`src/rtl/uart_xcvr_pkg.sv`:
```
// Shared definitions for the UART transceiver: FSM state encoding,
// oversampling constants and the parity helper used by both directions.
package uart_xcvr_pkg;

  typedef enum logic [2:0] {
    ST_IDLE   = 3'd0,
    ST_START  = 3'd1,
    ST_DATA   = 3'd2,
    ST_PARITY = 3'd3,
    ST_STOP   = 3'd4
  } uart_state_e;

  // Oversampling: 16 ticks per bit, start bit checked at its middle tick.
  localparam int TICKS_PER_BIT = 16;
  localparam int MID_TICK      = 7;

  // Wide enough to count the longest stop period (2 stop bits = 32 ticks).
  localparam int SCNT_W = 5;

  // Parity of an already-masked data word; odd selects odd parity.
  function automatic logic parity_bit(input logic [7:0] data, input logic odd);
    return (^data) ^ odd;
  endfunction

endpackage

```
`src/rtl/uart_xcvr_if.sv`:
```
// Host-side bus of the UART transceiver: TX push, RX pop and error flags.
interface uart_xcvr_if;
  logic       wr_uart;
  logic [7:0] w_data;
  logic       tx_full;
  logic       tx_busy;
  logic       rd_uart;
  logic [7:0] r_data;
  logic       rx_empty;
  logic       err_clr;
  logic       rx_frame_err;
  logic       rx_parity_err;
  logic       rx_overrun;

  modport master (
    output wr_uart, w_data, rd_uart, err_clr,
    input  tx_full, tx_busy, r_data, rx_empty,
    input  rx_frame_err, rx_parity_err, rx_overrun
  );

  modport slave (
    input  wr_uart, w_data, rd_uart, err_clr,
    output tx_full, tx_busy, r_data, rx_empty,
    output rx_frame_err, rx_parity_err, rx_overrun
  );
endinterface

```
`src/rtl/fifo.sv`:
```
// Synchronous FIFO with one extra pointer bit to tell full from empty.
// A write while full is accepted only when a read frees a slot that cycle;
// a read while empty is ignored.
module fifo #(
  parameter int DATA_W = 8,
  parameter int ADDR_W = 4
) (
  input  logic              clk,
  input  logic              reset,
  input  logic              rd,
  input  logic              wr,
  input  logic [DATA_W-1:0] w_data,
  output logic              empty,
  output logic              full,
  output logic [DATA_W-1:0] r_data
);
  logic [DATA_W-1:0] mem [2**ADDR_W];
  logic [ADDR_W:0]   wptr_q, rptr_q;
  logic              wr_en, rd_en;

  assign empty  = (wptr_q == rptr_q);
  assign full   = (wptr_q[ADDR_W] != rptr_q[ADDR_W]) &&
                  (wptr_q[ADDR_W-1:0] == rptr_q[ADDR_W-1:0]);
  assign rd_en  = rd && !empty;
  assign wr_en  = wr && (!full || rd);
  assign r_data = mem[rptr_q[ADDR_W-1:0]];

  // Advance read/write pointers on accepted operations.
  always_ff @(posedge clk) begin
    if (!reset) begin
      wptr_q <= '0;
      rptr_q <= '0;
    end else begin
      if (wr_en) wptr_q <= wptr_q + 1'b1;
      if (rd_en) rptr_q <= rptr_q + 1'b1;
    end
  end

  // Storage write; contents need no reset since the pointers define validity.
  always_ff @(posedge clk) begin
    if (reset && wr_en) mem[wptr_q[ADDR_W-1:0]] <= w_data;
  end
endmodule

```
`src/rtl/uart_rx_p.sv`:
```
// UART receiver: 2-flop synchroniser, start-edge detection with glitch
// rejection, mid-bit sampling, and per-frame error indications.
module uart_rx_p
  import uart_xcvr_pkg::*;
#(
  parameter int DBIT       = 8,
  parameter int PARITY_EN  = 0,
  parameter int PARITY_ODD = 0
) (
  input  logic       clk,
  input  logic       reset,
  input  logic       tick,
  input  logic       rx,
  output logic       push,
  output logic [7:0] dout,
  output logic       frame_err,
  output logic       parity_err
);
  logic [1:0]        sync_q;
  logic              rx_s, rx_prev_q, armed_q, fall;
  uart_state_e       state_q, state_d;
  logic [SCNT_W-1:0] scnt_q, scnt_d;
  logic [2:0]        nbit_q, nbit_d;
  logic [7:0]        shreg_q, shreg_d;
  logic              par_q, par_d;

  assign rx_s = sync_q[1];
  assign fall = armed_q && rx_prev_q && !rx_s;
  assign dout = shreg_q >> (8 - DBIT);

  // Synchronise rx and arm edge detection once the line has been seen idle-high.
  always_ff @(posedge clk) begin
    if (!reset) begin
      sync_q    <= '0;
      rx_prev_q <= 1'b0;
      armed_q   <= 1'b0;
    end else begin
      sync_q    <= {sync_q[0], rx};
      rx_prev_q <= rx_s;
      if (rx_s && rx_prev_q) armed_q <= 1'b1;
    end
  end

  // Receiver state register.
  always_ff @(posedge clk) begin
    if (!reset) begin
      state_q <= ST_IDLE;
      scnt_q  <= '0;
      nbit_q  <= '0;
      shreg_q <= '0;
      par_q   <= 1'b0;
    end else begin
      state_q <= state_d;
      scnt_q  <= scnt_d;
      nbit_q  <= nbit_d;
      shreg_q <= shreg_d;
      par_q   <= par_d;
    end
  end

  // Next-state logic; the frame is handed out in the cycle the stop bit is sampled.
  always_comb begin
    state_d    = state_q;
    scnt_d     = scnt_q;
    nbit_d     = nbit_q;
    shreg_d    = shreg_q;
    par_d      = par_q;
    push       = 1'b0;
    frame_err  = 1'b0;
    parity_err = 1'b0;
    unique case (state_q)
      ST_IDLE: begin
        if (fall) begin
          state_d = ST_START;
          scnt_d  = '0;
        end
      end
      ST_START: begin
        if (tick) begin
          if (scnt_q == SCNT_W'(MID_TICK)) begin
            if (rx_s) begin
              state_d = ST_IDLE;
            end else begin
              state_d = ST_DATA;
              scnt_d  = '0;
              nbit_d  = '0;
              shreg_d = '0;
            end
          end else begin
            scnt_d = scnt_q + 1'b1;
          end
        end
      end
      ST_DATA: begin
        if (tick) begin
          if (scnt_q == SCNT_W'(TICKS_PER_BIT - 1)) begin
            scnt_d  = '0;
            shreg_d = {rx_s, shreg_q[7:1]};
            if (nbit_q == 3'(DBIT - 1)) state_d = (PARITY_EN != 0) ? ST_PARITY : ST_STOP;
            else                        nbit_d  = nbit_q + 1'b1;
          end else begin
            scnt_d = scnt_q + 1'b1;
          end
        end
      end
      ST_PARITY: begin
        if (tick) begin
          if (scnt_q == SCNT_W'(TICKS_PER_BIT - 1)) begin
            scnt_d  = '0;
            par_d   = rx_s;
            state_d = ST_STOP;
          end else begin
            scnt_d = scnt_q + 1'b1;
          end
        end
      end
      ST_STOP: begin
        if (tick) begin
          if (scnt_q == SCNT_W'(TICKS_PER_BIT - 1)) begin
            push       = 1'b1;
            frame_err  = !rx_s;
            parity_err = (PARITY_EN != 0) && (par_q != parity_bit(dout, 1'(PARITY_ODD)));
            state_d    = ST_IDLE;
          end else begin
            scnt_d = scnt_q + 1'b1;
          end
        end
      end
      default: state_d = ST_IDLE;
    endcase
  end
endmodule

```
`src/rtl/uart_xcvr.sv`:
```
// UART transceiver top: baud tick generator, TX FIFO and transmitter FSM,
// receiver with RX FIFO, and sticky error flags.
module uart_xcvr
  import uart_xcvr_pkg::*;
#(
  parameter int DBIT       = 8,
  parameter int PARITY_EN  = 0,
  parameter int PARITY_ODD = 0,
  parameter int SB_TICK    = 16,
  parameter int DVSR_BIT   = 11,
  parameter int FIFO_W     = 4
) (
  input  logic                clk,
  input  logic                reset,
  input  logic [DVSR_BIT-1:0] dvsr,
  input  logic                rx,
  output logic                tx,
  uart_xcvr_if.slave          bus
);
  localparam logic [7:0] DATA_MASK = 8'((16'd1 << DBIT) - 16'd1);

  logic [DVSR_BIT-1:0] baud_cnt_q, dvsr_q;
  logic                tick;

  logic                tx_empty, tx_pop;
  logic [7:0]          tx_head;
  uart_state_e         tx_state_q, tx_state_d;
  logic [SCNT_W-1:0]   tx_scnt_q, tx_scnt_d;
  logic [2:0]          tx_nbit_q, tx_nbit_d;
  logic [7:0]          tx_shreg_q, tx_shreg_d;
  logic                tx_par_q, tx_par_d;
  logic                tx_loaded_q, tx_loaded_d;
  logic                tx_q, tx_d;

  logic                rx_push, rx_full, rx_frame_evt, rx_parity_evt;
  logic [7:0]          rx_data;
  logic                frame_err_q, parity_err_q, overrun_q;

  assign tick = (dvsr_q >= DVSR_BIT'(2)) && (baud_cnt_q == dvsr_q - 1'b1);

  // Baud counter; the divisor is re-captured only at a wrap or while stalled.
  always_ff @(posedge clk) begin
    if (!reset) begin
      baud_cnt_q <= '0;
      dvsr_q     <= '0;
    end else if (dvsr_q < DVSR_BIT'(2) || tick) begin
      baud_cnt_q <= '0;
      dvsr_q     <= dvsr;
    end else begin
      baud_cnt_q <= baud_cnt_q + 1'b1;
    end
  end

  fifo #(.DATA_W(8), .ADDR_W(FIFO_W)) u_tx_fifo (
    .clk(clk), .reset(reset), .rd(tx_pop), .wr(bus.wr_uart), .w_data(bus.w_data),
    .empty(tx_empty), .full(bus.tx_full), .r_data(tx_head)
  );

  // Transmitter state register; tx is registered so the line never glitches.
  always_ff @(posedge clk) begin
    if (!reset) begin
      tx_state_q  <= ST_IDLE;
      tx_scnt_q   <= '0;
      tx_nbit_q   <= '0;
      tx_shreg_q  <= '0;
      tx_par_q    <= 1'b0;
      tx_loaded_q <= 1'b0;
      tx_q        <= 1'b1;
    end else begin
      tx_state_q  <= tx_state_d;
      tx_scnt_q   <= tx_scnt_d;
      tx_nbit_q   <= tx_nbit_d;
      tx_shreg_q  <= tx_shreg_d;
      tx_par_q    <= tx_par_d;
      tx_loaded_q <= tx_loaded_d;
      tx_q        <= tx_d;
    end
  end

  // Transmitter next-state; a word is popped on load and the frame starts at the next tick.
  always_comb begin
    tx_state_d  = tx_state_q;
    tx_scnt_d   = tx_scnt_q;
    tx_nbit_d   = tx_nbit_q;
    tx_shreg_d  = tx_shreg_q;
    tx_par_d    = tx_par_q;
    tx_loaded_d = tx_loaded_q;
    tx_pop      = 1'b0;
    unique case (tx_state_q)
      ST_IDLE: begin
        if (tx_loaded_q) begin
          if (tick) begin
            tx_state_d  = ST_START;
            tx_scnt_d   = '0;
            tx_loaded_d = 1'b0;
          end
        end else if (!tx_empty) begin
          tx_pop      = 1'b1;
          tx_shreg_d  = tx_head & DATA_MASK;
          tx_par_d    = parity_bit(tx_head & DATA_MASK, 1'(PARITY_ODD));
          tx_loaded_d = 1'b1;
        end
      end
      ST_START: begin
        if (tick) begin
          if (tx_scnt_q == SCNT_W'(TICKS_PER_BIT - 1)) begin
            tx_state_d = ST_DATA;
            tx_scnt_d  = '0;
            tx_nbit_d  = '0;
          end else begin
            tx_scnt_d = tx_scnt_q + 1'b1;
          end
        end
      end
      ST_DATA: begin
        if (tick) begin
          if (tx_scnt_q == SCNT_W'(TICKS_PER_BIT - 1)) begin
            tx_scnt_d  = '0;
            tx_shreg_d = tx_shreg_q >> 1;
            if (tx_nbit_q == 3'(DBIT - 1)) tx_state_d = (PARITY_EN != 0) ? ST_PARITY : ST_STOP;
            else                           tx_nbit_d  = tx_nbit_q + 1'b1;
          end else begin
            tx_scnt_d = tx_scnt_q + 1'b1;
          end
        end
      end
      ST_PARITY: begin
        if (tick) begin
          if (tx_scnt_q == SCNT_W'(TICKS_PER_BIT - 1)) begin
            tx_scnt_d  = '0;
            tx_state_d = ST_STOP;
          end else begin
            tx_scnt_d = tx_scnt_q + 1'b1;
          end
        end
      end
      ST_STOP: begin
        if (tick) begin
          if (tx_scnt_q == SCNT_W'(SB_TICK - 1)) begin
            tx_scnt_d = '0;
            if (!tx_empty) begin
              tx_pop     = 1'b1;
              tx_shreg_d = tx_head & DATA_MASK;
              tx_par_d   = parity_bit(tx_head & DATA_MASK, 1'(PARITY_ODD));
              tx_state_d = ST_START;
            end else begin
              tx_state_d = ST_IDLE;
            end
          end else begin
            tx_scnt_d = tx_scnt_q + 1'b1;
          end
        end
      end
      default: tx_state_d = ST_IDLE;
    endcase
    unique case (tx_state_d)
      ST_START:  tx_d = 1'b0;
      ST_DATA:   tx_d = tx_shreg_d[0];
      ST_PARITY: tx_d = tx_par_d;
      default:   tx_d = 1'b1;
    endcase
  end

  assign tx          = tx_q;
  assign bus.tx_busy = (tx_state_q != ST_IDLE) || tx_loaded_q;

  uart_rx_p #(.DBIT(DBIT), .PARITY_EN(PARITY_EN), .PARITY_ODD(PARITY_ODD)) u_rx (
    .clk(clk), .reset(reset), .tick(tick), .rx(rx), .push(rx_push), .dout(rx_data),
    .frame_err(rx_frame_evt), .parity_err(rx_parity_evt)
  );

  fifo #(.DATA_W(8), .ADDR_W(FIFO_W)) u_rx_fifo (
    .clk(clk), .reset(reset), .rd(bus.rd_uart), .wr(rx_push), .w_data(rx_data),
    .empty(bus.rx_empty), .full(rx_full), .r_data(bus.r_data)
  );

  // Sticky error flags; a new error in the clearing cycle keeps the flag set.
  always_ff @(posedge clk) begin
    if (!reset) begin
      frame_err_q  <= 1'b0;
      parity_err_q <= 1'b0;
      overrun_q    <= 1'b0;
    end else begin
      frame_err_q  <= (frame_err_q && !bus.err_clr) || (rx_push && rx_frame_evt);
      parity_err_q <= (parity_err_q && !bus.err_clr) || (rx_push && rx_parity_evt);
      overrun_q    <= (overrun_q && !bus.err_clr) || (rx_push && rx_full && !bus.rd_uart);
    end
  end

  assign bus.rx_frame_err  = frame_err_q;
  assign bus.rx_parity_err = parity_err_q;
  assign bus.rx_overrun    = overrun_q;
endmodule

```
`src/flat_wrapper.sv`:
```
// flat-port wrapper written by rule: the top's interface ports become plain ports
module uart_xcvr_flat import uart_xcvr_pkg::*;
#(
  parameter int DBIT       = 8,
  parameter int PARITY_EN  = 0,
  parameter int PARITY_ODD = 0,
  parameter int SB_TICK    = 16,
  parameter int DVSR_BIT   = 11,
  parameter int FIFO_W     = 4
)
  (clk, reset, dvsr, rx, tx, bus_wr_uart, bus_w_data, bus_rd_uart, bus_err_clr, bus_tx_full, bus_tx_busy, bus_r_data, bus_rx_empty, bus_rx_frame_err, bus_rx_parity_err, bus_rx_overrun);
  uart_xcvr_if bus_i ();
  input  logic clk;
  input  logic reset;
  input  logic [DVSR_BIT-1:0] dvsr;
  input  logic rx;
  output logic tx;
  input wire logic [$bits(bus_i.wr_uart)-1:0] bus_wr_uart;
  input wire logic [$bits(bus_i.w_data)-1:0] bus_w_data;
  input wire logic [$bits(bus_i.rd_uart)-1:0] bus_rd_uart;
  input wire logic [$bits(bus_i.err_clr)-1:0] bus_err_clr;
  output wire logic [$bits(bus_i.tx_full)-1:0] bus_tx_full;
  output wire logic [$bits(bus_i.tx_busy)-1:0] bus_tx_busy;
  output wire logic [$bits(bus_i.r_data)-1:0] bus_r_data;
  output wire logic [$bits(bus_i.rx_empty)-1:0] bus_rx_empty;
  output wire logic [$bits(bus_i.rx_frame_err)-1:0] bus_rx_frame_err;
  output wire logic [$bits(bus_i.rx_parity_err)-1:0] bus_rx_parity_err;
  output wire logic [$bits(bus_i.rx_overrun)-1:0] bus_rx_overrun;
  assign bus_i.wr_uart = bus_wr_uart;
  assign bus_i.w_data = bus_w_data;
  assign bus_i.rd_uart = bus_rd_uart;
  assign bus_i.err_clr = bus_err_clr;
  assign bus_tx_full = bus_i.tx_full;
  assign bus_tx_busy = bus_i.tx_busy;
  assign bus_r_data = bus_i.r_data;
  assign bus_rx_empty = bus_i.rx_empty;
  assign bus_rx_frame_err = bus_i.rx_frame_err;
  assign bus_rx_parity_err = bus_i.rx_parity_err;
  assign bus_rx_overrun = bus_i.rx_overrun;
  uart_xcvr #(.DBIT(DBIT), .PARITY_EN(PARITY_EN), .PARITY_ODD(PARITY_ODD), .SB_TICK(SB_TICK), .DVSR_BIT(DVSR_BIT), .FIFO_W(FIFO_W)) u_core (.clk(clk), .reset(reset), .dvsr(dvsr), .rx(rx), .tx(tx), .bus(bus_i));
endmodule
```
`config.mk`:
```
export PLATFORM = sky130hd
export DESIGN_NAME = uart_xcvr_flat
export DESIGN_NICKNAME = d
export VERILOG_FILES = /design/src/rtl/uart_xcvr_pkg.sv /design/src/rtl/uart_xcvr_if.sv /design/src/rtl/fifo.sv /design/src/rtl/uart_rx_p.sv /design/src/rtl/uart_xcvr.sv /design/src/flat_wrapper.sv
export SDC_FILE = /design/constraint.sdc
export NUM_CORES = 1
export LEC_CHECK = 0
export BUFFER_PORTS_ARGS = -buffer_cell sky130_fd_sc_hd__clkbuf_2
export CORE_MARGIN = 2
export CORE_UTILIZATION = 50
export DETAILED_ROUTE_END_ITERATION = 7
export PLACE_DENSITY = 0.66
export SLEW_MARGIN = 20
export SYNTH_ARGS = -nofsm -noshare
export SYNTH_HDL_FRONTEND = slang
export SYNTH_SLANG_ARGS = --single-unit
```
`constraint.sdc`:
```
create_clock -name clk -period 11.7 [get_ports clk]
set_clock_uncertainty 0.15 [all_clocks]
set_input_delay 2.34 -clock clk [delete_from_list [all_inputs] [get_ports clk]]
set_output_delay 2.34 -clock clk [all_outputs]
set_load 0.02 [all_outputs]
```
# [Word-level counts from Yosys, hierarchy flattened]
# Memories as Yosys holds them, arrays and structs flattened. A register that Yosys moved wholly into a read port is not among the register bits.
# Index checks and enable logic that the tools add are counted.
[word_totals] regBits=90 latch_bits=0 ram_bits=256 mem_bits_ro=0 input_bits=25 output_inout_bits=15 memories=2
[memory_table] memory="u_core.u_rx_fifo.mem" words=16 word_bits=8 rd=1 rd_clocked_by_memory_dff=1 wr=1 line_no="fifo.sv:17" text="logic [DATA_W-1:0] mem [2**ADDR_W];"
[memory_table] memory="u_core.u_tx_fifo.mem" words=16 word_bits=8 rd=1 rd_clocked_by_memory_dff=1 wr=1 line_no="fifo.sv:17"
[classes] n_addsub=10 n_mul=0 div=0 order_cmp=2 n_eq_ne=49 shifts=0 mux=92 n_bitwise=1 n_reduce_logical=50
[ops] operator="$mux W3" n=32
[ops] operator="$mux W8" n=11
[ops] operator="$mux W5" n=12
[ops] operator="$add A5 B1 Y5 const B" n=6
[ops] operator="$pmux W3 S5" n=2
[ops] operator="$ne A2 B1 Y1 const B" n=14
[ops] operator="$pmux W8 S3" n=1
[ops] operator="$ne A2 B2 Y1 const B" n=11
[ops] operator="$mux W1" n=21
[ops] operator="$pmux W5 S4" n=1
[ops] operator="$eq A3 B2 Y1 const B" n=6
[ops] operator="$logic_and A1 B1 Y1" n=18
[ops] operator="$reduce_and A6 Y1" n=3
[ops] operator="$mux W4" n=4
[ops] operator="$pmux W8 S2" n=1
[ops] operator="$reduce_and A7 Y1" n=2
[ops] operator="$eq A3 B3 Y1 const B" n=4
[ops] operator="$pmux W3 S2" n=2
[ops] operator="$add A11 B1 Y11 const B" n=1
[ops] operator="$eq A11 B11 Y1" n=1
[ops] operator="$ge A11 B2 Y1 const B" n=1
[ops] operator="$lt A11 B2 Y1 const B" n=1
[ops] operator="$sub A11 B1 Y11 const B" n=1
[ops] operator="$eq A5 B4 Y1 const B" n=2
[ops] operator="other kinds (23)" n=46

# [Longest topological paths before layout]
[depth] depth_word=10 depth_mapped=12 depth_no_buf=11

# [Modules after synthesis]
# From an unflattened synthesis, not the netlist that was laid out.
[hier_totals] hier_cells=1021 area_unflattened_um2=15424.8
[by_module_without_submodules] module="fifo" instances=2 cells_per_inst=272 area_each_um2=5700.5
[by_module_without_submodules] module="uart_xcvr" instances=1 cells_per_inst=343 area_each_um2=2806.4
[by_module_without_submodules] module="uart_rx_p" instances=1 cells_per_inst=134 area_each_um2=1217.4

# [Least setup slack after synthesis]
# No wires, ideal clock.
[synth_timing] path_kind="reg2out" startpoint="reg (tool-made name)" endpoint="out bus_r_data[0]" arrival_time_ns=2.150 required_time_ns=9.210 slack_ns=7.060 path_stages_with_launch=5 n_path_buf=2 cell_sequence="dfxtp_1 clkbuf_1 buf_1 mux4_2 mux4_2"
[synth_lines] item="end, declared" line_no="flat_wrapper.sv:24" text="output wire logic [$bits(bus_i.r_data)-1:0] bus_r_data;"

==> run metrics <==
Max-Slew Margin vs Limit=38.79%; routed wirelength normalized by instance count=between 15 and 20 microns; startpoint type of the worst setup path=flip-flop; highest fanout seen on the critical path=32; Final Worst Setup Slack=6672 ps; CTS Sinks=354; TritonCTS Buffers=37; Worst path most repeated cell=sky130_fd_sc_hd__mux4_2; kind of capture point of the worst setup path=primary output; CTS-repair resized insts=0; fin crit period=5028 ps; max incr delay on CP=590 ps; Critical Path Slowest Stage Cell=sky130_fd_sc_hd__mux4_2; deepest clock path buffer count=3; clock network fraction of design power=34.4%; nets in the synthesized netlist=approximately 1000; post-CTS setup buffer count=0; die boundary height=~180 microns; family with the most delay on the worst path=multiplexers; combined buffer and inverter count along the critical path=2; worst setup slack for register-to-register paths=~7300 ps; Worst-Skew Late Latency=~500 ps; top flip-flop cell by instance count after synthesis=sky130_fd_sc_hd__edfxtp_1; remaining routing DRC violations=0; Synth top area share=51.50%; total area of sequential cells=a little under 10000 sq um; average instance area after synthesis=14.91 sq um; share of total power in sequential cells=45.9%; hold_ws=286.5 ps; post-synthesis async set-or-reset flop share=0%; aggregate routed wire length=28.11 mm; Switch Pwr=0.0008288 W; flops & latches, synth=354; via density per instance=5.675; aggregate global-route resource usage=18.70%; sequential cell area fraction in the yosys report=64.64%; area taken by multi-input logic gates=4943 sq um; Worst Path Class, Setup=reg -> out; Initial DRT Pass Iterations=5; cell-internal power=0.002287 W; total count of hold-check failures in the final report=0; status=finished clean; power density of the placed cells=about 190 nW/um^2; wire length of the first global-routing pass=~46 mm; H-tree depth=2; post-synthesis instance area=14930 sq um; fin. max-slew vios=0; antenna violations before repair=0; leading cell types by total area after synthesis=sky130_fd_sc_hd__edfxtp_1, sky130_fd_sc_hd__dfxtp_1, sky130_fd_sc_hd__mux4_2; RePlAce Congestion=0.7954; die boundary width=176.8 microns; number of unique standard cell types used by synthesis=73; Final HPWL DP=18.87 mm; arrival time at the worst endpoint=2540 ps; number of port buffers=39; Sw Ratio=roughly a quarter; Worst IR Drop VDD=180.1 uV; Filler cells=between 2000 and 2500; ordered list of cells on the worst path=buf_4 > mux4_2 > mux4_2 > clkbuf_2; Comb power frac=about a fifth; Maximum Capacitance Violations=0; largest area contributor in the synthesized netlist=sky130_fd_sc_hd__edfxtp_1; I/O pins=40; Yosys warning count=0; total negative slack=0 ps; Inserted Diodes=0; total number of nets in the final design=approximately 1100; Post-CTS Hold Fix Bufs=0; unrepaired setup endpoints after global routing=no; final global-route overflow total=0; clock tree from TritonCTS=yes; maximum clock rate=198.9 MHz; number of cell instances on the worst register-to-register path=10; worst-margin pin slew=914.8 ps; number of global-route vias before repair=roughly 8200; clock tree root driver cell=sky130_fd_sc_hd__clkbuf_16; Post-Syn Instances=1001; Leak Pwr=between 5 and 6 nW; largest net degree at the start of global routing=35; number of placement rows=63; layout cells sized above 1=18.75%; path class of the lowest-slack min-delay path=reg -> reg; HP Start=u_core.tx_scnt_q[4]; WHS Endpoint=u_core.tx_scnt_q[4]; most common cell in the synthesized netlist=sky130_fd_sc_hd__edfxtp_1; initial DRC count=614; total of endpoints with negative setup slack in the final report=0; total power after layout=0.003115 W; Std-Cell Core Area=approximately 30000 sq um; list of most frequent post-synthesis cells=sky130_fd_sc_hd__edfxtp_1, sky130_fd_sc_hd__dfxtp_1, sky130_fd_sc_hd__nor2_1, sky130_fd_sc_hd__mux4_2, sky130_fd_sc_hd__nand2_1; Cells on Worst Hold Path=2; placed cell count=1395; number of non-filler instances in the completed layout=between 1000 and 1500; data required time at the worst endpoint=about 9000 ps; effective utilization at floorplan=50.63%; capture instance of the worst register-to-register path=u_core.u_tx_fifo.mem[10][4]; routed via count=approximately 8300; clock-pin slew on the worst setup and hold paths=60 ps; area enclosed by the die boundary=31250 sq um; Detail Route Antenna Nets=0; number of synthesized flops with an enable pin=about 260; synthesis-to-layout area growth=11.33%; Reg2Reg Launch Point=u_core.dvsr_q[0]; worst setup timing slack at the placement stage=7139 ps; final worst path period share=42.97%
-- worst min-delay path, stage by stage (launching register included) --
cell and delay (ps):
sky130_fd_sc_hd__dfxtp_1 310, sky130_fd_sc_hd__nand2_1 50, sky130_fd_sc_hd__a21oi_1 30
-- final cells by class --
| cell class | instances | area share (%) |
|---|---|---|
| Clock inverter | 14 | 0.5797 |
| Multi-Input combinational cell | 567 | 29.75 |
| Clock buffer | 53 | 6.061 |
| Inverter | 27 | 0.6098 |
| Timing Repair Buffer | 57 | 1.988 |
| Sequential cell | 354 | 58.08 |
| Tap cell | 390 | 2.936 |
-- cell families after synthesis --
logic type	after synthesis	synth area share (%)
DFF	354	64.64
muxes	98	12.94
adders and majority gates	21	1.760
AOI/OAI and AO/OA	115	5.776
and+or+nand+nor	287	9.816
xor gates and xnor gates	46	2.791
buffers and inverters	80	2.272
-- per-layer routing --
layer	up-vias	GRT usage (%)	routed length, microns
li1	3957	-	-
met1	4106	26.47	12830
met2	197	30.32	13470
met3	37	3.179	1405
met4	0	4.752	404
met5	-	0	0
-- cells in the final DEF, fill, tap and decap left out, drive strengths merged, types with 17 or more instances in the layout --
cell type / n
nand3: 25
mux4: 76
buf: 18
nor2: 94
edfxtp: 256
nand2: 44
nor4: 17
inv: 29
xnor2: 23
mux2i: 22
clkbuf: 92
o21ai: 24
a21oi: 25
ha: 21
xor2: 22
dfxtp: 98
-- worst max-delay path by stage --
stage | from | endpoint | slack, ps | cells past startpoint
finish | flip-flop | bus_r_data[5] | 6670 | 4
global route | flip-flop | bus_r_data[3] | 6500 | 4
CTS | flip-flop | bus_r_data[3] | 6610 | 4
detailed placement | reset | u_core.tx_shreg_q[4] | 7140 | 7
global placement | flip-flop | bus_r_data[6] | 7170 | 4
floorplan | flip-flop | bus_r_data[0] | 7060 | 4
-- metrics by stage --
stage	instance area, sq um	utilization [%]
6_report	16620	56.37
5_1_grt	16620	56.37
4_1_cts	16610	56.35
3_5_place_dp	15510	52.61
3_3_place_gp	15510	52.61
2_1_floorplan	14930	-
-- power by group through the flow --
| stage | registers [W] | logic [W] | clock network (W) |
|---|---|---|---|
| 3_5_place_dp | 0.00146 | 0.000615 | 0 |
| 3_3_place_gp | 0.00145 | 0.000609 | 0 |
| 5_1_grt | 0.00144 | 0.000678 | 0.00115 |
| 6_report | 0.00143 | 0.000614 | 0.00107 |
| 2_1_floorplan | 0.00144 | 0.000519 | 0 |
| 4_1_cts | 0.00143 | 0.000619 | 0.00110 |
-- state kept, by name, indices dropped and copies added, names as in the netlist, 8 cells and up, named ones only --
name	count
u_core.baud_cnt_q	11
u_core.dvsr_q	11
u_core.tx_shreg_q	8
u_core.u_rx.dout	8
u_core.u_rx_fifo.mem	128
u_core.u_tx_fifo.mem	128
Power figures use the tool's default switching activity.
